[src/rtl/adder_accum_pkg.sv]
// adder_accum_pkg: shared FSM state encoding and default widths for the
// grouping accumulator.
//   state_t      - FSM encoding (IDLE=0, ACCUM=1, HOLD=2)
//   BIT_DEF      - default data/accumulator width
//   CNT_W_DEF    - default beat-counter width
package adder_accum_pkg;

  typedef enum logic [1:0] {
    IDLE  = 2'd0,
    ACCUM = 2'd1,
    HOLD  = 2'd2
  } state_t;

  localparam int BIT_DEF   = 15;
  localparam int CNT_W_DEF = 8;

endpackage

[src/rtl/adder_with_parametr.sv]
// adder_with_parametr: plain ripple-carry adder.
// Ports:
//   a, b  - Bit-wide operands
//   cin   - carry in
//   sum   - Bit-wide sum
//   cout  - carry out of the top bit
module adder_with_parametr #(
  parameter int Bit = 15
) (
  input  logic [Bit-1:0] a,
  input  logic [Bit-1:0] b,
  input  logic           cin,
  output logic [Bit-1:0] sum,
  output logic           cout
);

  logic [Bit:0] carry;

  assign carry[0] = cin;

  genvar i;
  generate
    for (i = 0; i < Bit; i++) begin : g_fa
      assign sum[i]     = a[i] ^ b[i] ^ carry[i];
      assign carry[i+1] = (a[i] & b[i]) | (carry[i] & (a[i] ^ b[i]));
    end
  endgenerate

  assign cout = carry[Bit];

endmodule

[src/rtl/adder_accum.sv]
// adder_accum: sums a group of valid/ready operand beats terminated by
// in_last and presents the sum, sticky carry flag and beat count until the
// downstream takes it.
// Ports:
//   clk, rst_n                    - clock, async active-low reset
//   in_valid/in_ready/in_data/in_last - operand beat handshake
//   out_valid/out_ready           - result handshake
//   out_sum, out_ovf, out_count   - group sum, sticky carry-out, beat count
// Build option: ADDER_ACCUM_SATURATE_EN pins the accumulator at all-ones
// after the first carry-out of a group instead of wrapping.
//
// state | meaning
// IDLE  | waiting for first beat of a group, registers cleared
// ACCUM | at least one beat taken, group still open
// HOLD  | group closed, result offered downstream
module adder_accum
  import adder_accum_pkg::*;
#(
  parameter int Bit   = BIT_DEF,
  parameter int CNT_W = CNT_W_DEF
) (
  input  logic             clk,
  input  logic             rst_n,
  input  logic             in_valid,
  output logic             in_ready,
  input  logic [Bit-1:0]   in_data,
  input  logic             in_last,
  output logic             out_valid,
  input  logic             out_ready,
  output logic [Bit-1:0]   out_sum,
  output logic             out_ovf,
  output logic [CNT_W-1:0] out_count
);

  state_t           state, state_nxt;
  logic [Bit-1:0]   acc, add_sum, acc_nxt;
  logic             ovf, add_cout;
  logic [CNT_W-1:0] count;
  logic             accept, transfer;

  assign accept   = in_valid & in_ready;
  assign transfer = out_valid & out_ready;

  adder_with_parametr #(.Bit(Bit)) u_adder (
    .a    (acc),
    .b    (in_data),
    .cin  (1'b0),
    .sum  (add_sum),
    .cout (add_cout)
  );

`ifdef ADDER_ACCUM_SATURATE_EN
  // once a carry has been seen the group stays pinned at full scale
  assign acc_nxt = (add_cout | ovf) ? {Bit{1'b1}} : add_sum;
`else
  assign acc_nxt = add_sum;
`endif

  always_ff @(posedge clk or negedge rst_n) begin
    if (!rst_n) state <= IDLE;
    else        state <= state_nxt;
  end

  always_comb begin
    state_nxt = state;
    case (state)
      IDLE, ACCUM: if (accept) state_nxt = in_last ? HOLD : ACCUM;
      HOLD:        if (out_ready) state_nxt = IDLE;
      default:     state_nxt = IDLE;
    endcase
  end

  always_comb begin
    in_ready  = 1'b1;
    out_valid = 1'b0;
    if (state == HOLD) begin
      in_ready  = 1'b0;
      out_valid = 1'b1;
    end
  end

  always_ff @(posedge clk or negedge rst_n) begin
    if (!rst_n) begin
      acc   <= '0;
      ovf   <= 1'b0;
      count <= '0;
    end else if (transfer) begin
      acc   <= '0;
      ovf   <= 1'b0;
      count <= '0;
    end else if (accept && state == IDLE) begin
      acc   <= in_data;
      ovf   <= 1'b0;
      count <= {{(CNT_W-1){1'b0}}, 1'b1};
    end else if (accept) begin
      acc <= acc_nxt;
      ovf <= ovf | add_cout;
      if (count != {CNT_W{1'b1}}) count <= count + 1'b1;
    end
  end

  assign out_sum   = acc;
  assign out_ovf   = ovf;
  assign out_count = count;

endmodule
[config.mk]
export PLATFORM = sky130hd
export DESIGN_NAME = adder_accum
export DESIGN_NICKNAME = d
export VERILOG_FILES = /design/src/rtl/adder_accum_pkg.sv /design/src/rtl/adder_with_parametr.sv /design/src/rtl/adder_accum.sv
export SDC_FILE = /design/constraint.sdc
export NUM_CORES = 1
export LEC_CHECK = 0
export CORE_ASPECT_RATIO = 1.75
export CORE_MARGIN = 4
export CORE_UTILIZATION = 46
export CTS_CLUSTER_SIZE = 16
export DETAILED_ROUTE_END_ITERATION = 10
export PLACE_DENSITY_LB_ADDON = 0.08
export SYNTH_ARGS = -nofsm -noshare
export SYNTH_HDL_FRONTEND = slang
export SYNTH_HIERARCHICAL = 1
export SYNTH_SLANG_ARGS = --single-unit
[constraint.sdc]
create_clock -name clk -period 7.5 [get_ports clk]
set_clock_uncertainty 0.2 [all_clocks]
set_input_delay 2.25 -clock clk [delete_from_list [all_inputs] [get_ports clk]]
set_output_delay 2.25 -clock clk [all_outputs]
set_load 0.03 [all_outputs]
==> report_table.html <==
<table>
<tr><th>Metric</th><th>Value</th></tr>
<tr><th colspan="2">Run status</th></tr>
<tr><td>Run status</td><td>finished, violations left</td></tr>
<tr><td>Violations in the final reports</td><td>setup timing</td></tr>
<tr><th colspan="2">Worst setup path</th></tr>
<tr><td>Max FO, Critical Path</td><td>2</td></tr>
<tr><td>Critical path required time</td><td>7.51 ns</td></tr>
<tr><td>Crit. End Element</td><td>flip-flop</td></tr>
<tr><td>Kind of critical path</td><td>in -&gt; reg</td></tr>
<tr><td>Startpoint class of the critical path</td><td>input port</td></tr>
<tr><td>WP data arrival</td><td>7.96 ns</td></tr>
<tr><th colspan="2">Power</th></tr>
<tr><td>Reported leakage power</td><td>0.9293 nW</td></tr>
<tr><td>Largest vdd supply drop</td><td>0.1855 mV</td></tr>
<tr><td>Power density relative to cell area</td><td>287.6 nW/um^2</td></tr>
<tr><th colspan="2">STA</th></tr>
<tr><td>Number of hold violations in the final report</td><td>0</td></tr>
<tr><td>Tightest slew margin relative to the limit</td><td>0.2735</td></tr>
<tr><td>Slew @ Worst Pin</td><td>1.069 ns</td></tr>
<tr><td>Number of endpoints failing setup at the final stage</td><td>3</td></tr>
<tr><td>Final Worst Setup Slack</td><td>-0.4503 ns</td></tr>
<tr><td>Post-route setup TNS</td><td>-0.7703 ns</td></tr>
<tr><td>Number of pins with negative max-slew slack in the final report</td><td>0</td></tr>
<tr><td>Post-route fraction of the period consumed by the critical path</td><td>1.060</td></tr>
<tr><td>Tmin final</td><td>7.950 ns</td></tr>
<tr><td>Setup repair after global routing missed its margin</td><td>yes</td></tr>
<tr><td>Maximum frequency from static timing analysis</td><td>0.1258 GHz</td></tr>
<tr><th colspan="2">Detailed routing</th></tr>
<tr><td>Remaining antenna violation count</td><td>0</td></tr>
<tr><td>DRT iter0 DRCs</td><td>27</td></tr>
<tr><td>Wire length per cell</td><td>17.27 um</td></tr>
<tr><td>Overall via count from detail_route</td><td>1346</td></tr>
<tr><td>TritonRoute pass-1 iters</td><td>4</td></tr>
<tr><td>Per-cell via count in the routed design</td><td>5.777</td></tr>
<tr><td>Total detailed-routing wirelength</td><td>4025 um</td></tr>
<tr><td>Drt drc</td><td>0</td></tr>
<tr><th colspan="2">Clock tree</th></tr>
<tr><td>Number of sinks driven by the clock tree</td><td>26</td></tr>
<tr><td>Clk Latency, worst-skew pair</td><td>0.27 ns</td></tr>
<tr><td>TritonCTS clock tree</td><td>built</td></tr>
<tr><td># H-tree levels</td><td>1</td></tr>
<tr><td>CTS hold repair buffers</td><td>0</td></tr>
<tr><td>Number of buffers created by CTS</td><td>3</td></tr>
<tr><td>CTS Buffer Depth</td><td>2</td></tr>
<tr><td>Post CTS Setup Buffer Count</td><td>0</td></tr>
<tr><td>Clock transition at path regs</td><td>0.09 ns</td></tr>
<tr><td>Root Driver</td><td>sky130_fd_sc_hd__clkbuf_8</td></tr>
<tr><th colspan="2">Global routing</th></tr>
<tr><td>Global-route wire length before repair</td><td>7024 um</td></tr>
<tr><td>GRT Residual Overflow</td><td>0</td></tr>
<tr><td>Antenna violations before repair</td><td>0</td></tr>
<tr><td>Aggregate global-route resource usage</td><td>0.2045</td></tr>
<tr><td>Maximum number of pins on one net before global-route repair</td><td>27</td></tr>
<tr><td>Number of global-route vias before repair</td><td>1499</td></tr>
<tr><th colspan="2">Floorplanning</th></tr>
<tr><td>Cell Rows</td><td>28</td></tr>
<tr><td>Std-Cell Core Area</td><td>3398 um^2</td></tr>
<tr><td>Area of the die</td><td>4573 um^2</td></tr>
<tr><td>Number of primary I/O pins</td><td>46</td></tr>
<tr><td>Die span in x</td><td>52.87 um</td></tr>
<tr><td>Die Y</td><td>86.51 um</td></tr>
<tr><td>Initial cell density of the core</td><td>0.4768</td></tr>
<tr><th colspan="2">Logic synthesis</th></tr>
<tr><td>Cell with the most instances after synthesis</td><td>sky130_fd_sc_hd__a22o_1</td></tr>
<tr><td>Register bit total from synthesis</td><td>26</td></tr>
<tr><td>Leading cell types by total area after synthesis</td><td>sky130_fd_sc_hd__dfrtp_1, sky130_fd_sc_hd__fa_1, sky130_fd_sc_hd__a22o_1</td></tr>
<tr><td>Dominant register cell in the synthesized netlist</td><td>sky130_fd_sc_hd__dfrtp_1</td></tr>
<tr><td>Warnings from Yosys</td><td>6</td></tr>
<tr><td>Commonest cells in the netlist</td><td>sky130_fd_sc_hd__a22o_1, sky130_fd_sc_hd__dfrtp_1, sky130_fd_sc_hd__fa_1, sky130_fd_sc_hd__a21oi_1, sky130_fd_sc_hd__inv_1</td></tr>
<tr><td>Cell accounting for the most synthesized area</td><td>sky130_fd_sc_hd__dfrtp_1</td></tr>
<tr><td>Share of synthesized area occupied by flip-flops and latches</td><td>0.4015</td></tr>
<tr><td>Synth cell types</td><td>31</td></tr>
<tr><td>Post-synth top area share</td><td>0.4015</td></tr>
<tr><td>Average size of a mapped cell</td><td>11.17 um^2</td></tr>
<tr><td>Number of cells produced by synthesis</td><td>145</td></tr>
<tr><td>Fraction of registers with async set or reset after synthesis</td><td>1.000</td></tr>
<tr><td>Total nets after synthesis</td><td>181</td></tr>
<tr><td>Number of enable flip-flop cells after synthesis</td><td>0</td></tr>
<tr><td>Cell area after synthesis</td><td>1620 um^2</td></tr>
<tr><th colspan="2">Cells and area</th></tr>
<tr><td>Synthesis-to-finish area growth</td><td>35.83%</td></tr>
<tr><td>Final net count</td><td>225</td></tr>
<tr><td>Proportion of layout cells with a drive suffix above 1</td><td>0.1596</td></tr>
<tr><td>Total inserted antenna cells</td><td>0</td></tr>
<tr><td>Utilization after layout</td><td>0.6476</td></tr>
<tr><td>Count of filler cells inserted in the layout</td><td>297</td></tr>
<tr><th colspan="2">Min path</th></tr>
<tr><td>Hold WC Path Type</td><td>reg -&gt; reg</td></tr>
<tr><th colspan="2">Placement</th></tr>
<tr><td>Detailed Place HPWL</td><td>3017 um</td></tr>
<tr><td>Setup WS pre-CTS</td><td>-1.502 ns</td></tr>
<tr><td>Number of I/O port buffers</td><td>45</td></tr>
<tr><td>Final weighted congestion of routability-driven global placement</td><td>0.7454</td></tr>
<tr><th colspan="2">Flow run</th></tr>
<tr><td>Max-cap violations</td><td>0</td></tr>
</table>
## registers in the layout, summed over array words and instances (netlist names)
name	count
state	2
out_count	8
out_ovf	1
out_sum	15
## final cells by class
cell class	count	area [um^2]	share of cell area
Clock buffer	4	55.05	0.02501
Sequential cell	26	650.6	0.2956
Timing Repair Buffer	46	457.9	0.2081
Inverter	12	52.55	0.02388
Multi-Input combinational cell	100	928.4	0.4218
Tap cell	45	56.30	0.02558
## logic make-up after synthesis
logic type               count (synthesis)  share of synthesized area
other                                    1                   0.002314
buffers and inverters                   19                    0.04710
flip-flops                              26                     0.4015
AO/OA/AOI/OAI                           55                     0.2541
adder cells (fa/ha/maj)                 16                     0.1931
AND/OR/NAND/NOR                         24                    0.07413
multiplexers                             4                    0.02780
## where the power goes
group          leakage, nW  internal, mW  switching [mW]
Sequential           0.333         0.173          0.0472
Clock               0.0288        0.0470          0.0445
Combinational        0.567         0.156           0.164
## cells in the final DEF (no fill, tap or decap), drive strengths merged, types with 3 or more instances in the layout
cell type	instances
a21oi	13
a22o	30
clkbuf	4
clkdlybuf4s50	43
dfrtp	26
fa	15
inv	12
mux2i	3
nand3	4
nor2	8
o21ai	3
## path summary, 6_finish.rpt
path / start / endpoint / slack [ns] / depth (start not counted)
worst min-delay path: out_ovf / out_ovf / 0.33 / 2
worst min register to register: out_ovf / out_ovf / 0.33 / 2
worst max-delay path: in_data[0] / out_sum[14] / -0.45 / 22
min in group asynchronous: rst_n / out_sum[1] / 2.14 / 2
max in group asynchronous: rst_n / out_sum[9] / 4.71 / 2
worst max register to register: out_sum[0] / out_sum[14] / 1.15 / 21
## layer usage
| layer | vias to the layer above | global-route usage | part of all wire | wire length, um |
|---|---|---|---|---|
| met5 | - | 0 | 0 | 0 |
| met4 | 0 | 0.08140 | 0.018 | 73 |
| met3 | 8 | 0.01893 | 0.036 | 146 |
| met2 | 41 | 0.3529 | 0.55 | 2199 |
| met1 | 680 | 0.2563 | 0.40 | 1606 |
| li1 | 617 | - | - | - |
## through the flow
stage / hold slack, ns / cell area (um^2) / total power, mW / instances
2_1_floorplan: 0.2941 / 1663 / 0.4236 / 145
3_3_place_gp: 0.3047 / 2146 / 0.5360 / 229
3_5_place_dp: 0.3044 / 2146 / 0.5524 / 229
4_1_cts: 0.3443 / 2201 / 0.6412 / 233
5_1_grt: 0.3668 / 2201 / 0.6789 / 233
6_report: 0.3326 / 2201 / 0.6329 / 233
## repair_timing
item / 4_1_cts / 5_1_grt
resized for setup: 6 / 0
endpoints found under the setup margin: 5 / 3
pin swaps: 15 / 0
## critical path, stage by stage
cell and delay (ns):
sky130_fd_sc_hd__buf_6 0.10, sky130_fd_sc_hd__fa_2 0.35, sky130_fd_sc_hd__inv_2 0.06, sky130_fd_sc_hd__fa_2 0.18, sky130_fd_sc_hd__inv_2 0.04, sky130_fd_sc_hd__fa_2 0.33, sky130_fd_sc_hd__fa_2 0.35, sky130_fd_sc_hd__fa_2 0.35
sky130_fd_sc_hd__fa_2 0.35, sky130_fd_sc_hd__fa_2 0.35, sky130_fd_sc_hd__fa_2 0.36, sky130_fd_sc_hd__fa_2 0.34, sky130_fd_sc_hd__fa_2 0.35, sky130_fd_sc_hd__fa_2 0.36, sky130_fd_sc_hd__fa_2 0.35, sky130_fd_sc_hd__fa_2 0.35
sky130_fd_sc_hd__fa_2 0.35, sky130_fd_sc_hd__inv_2 0.06, sky130_fd_sc_hd__fa_1 0.41, sky130_fd_sc_hd__inv_1 0.07, sky130_fd_sc_hd__a22o_1 0.12, sky130_fd_sc_hd__a22o_1 0.12
Power figures use the tool's default switching activity.
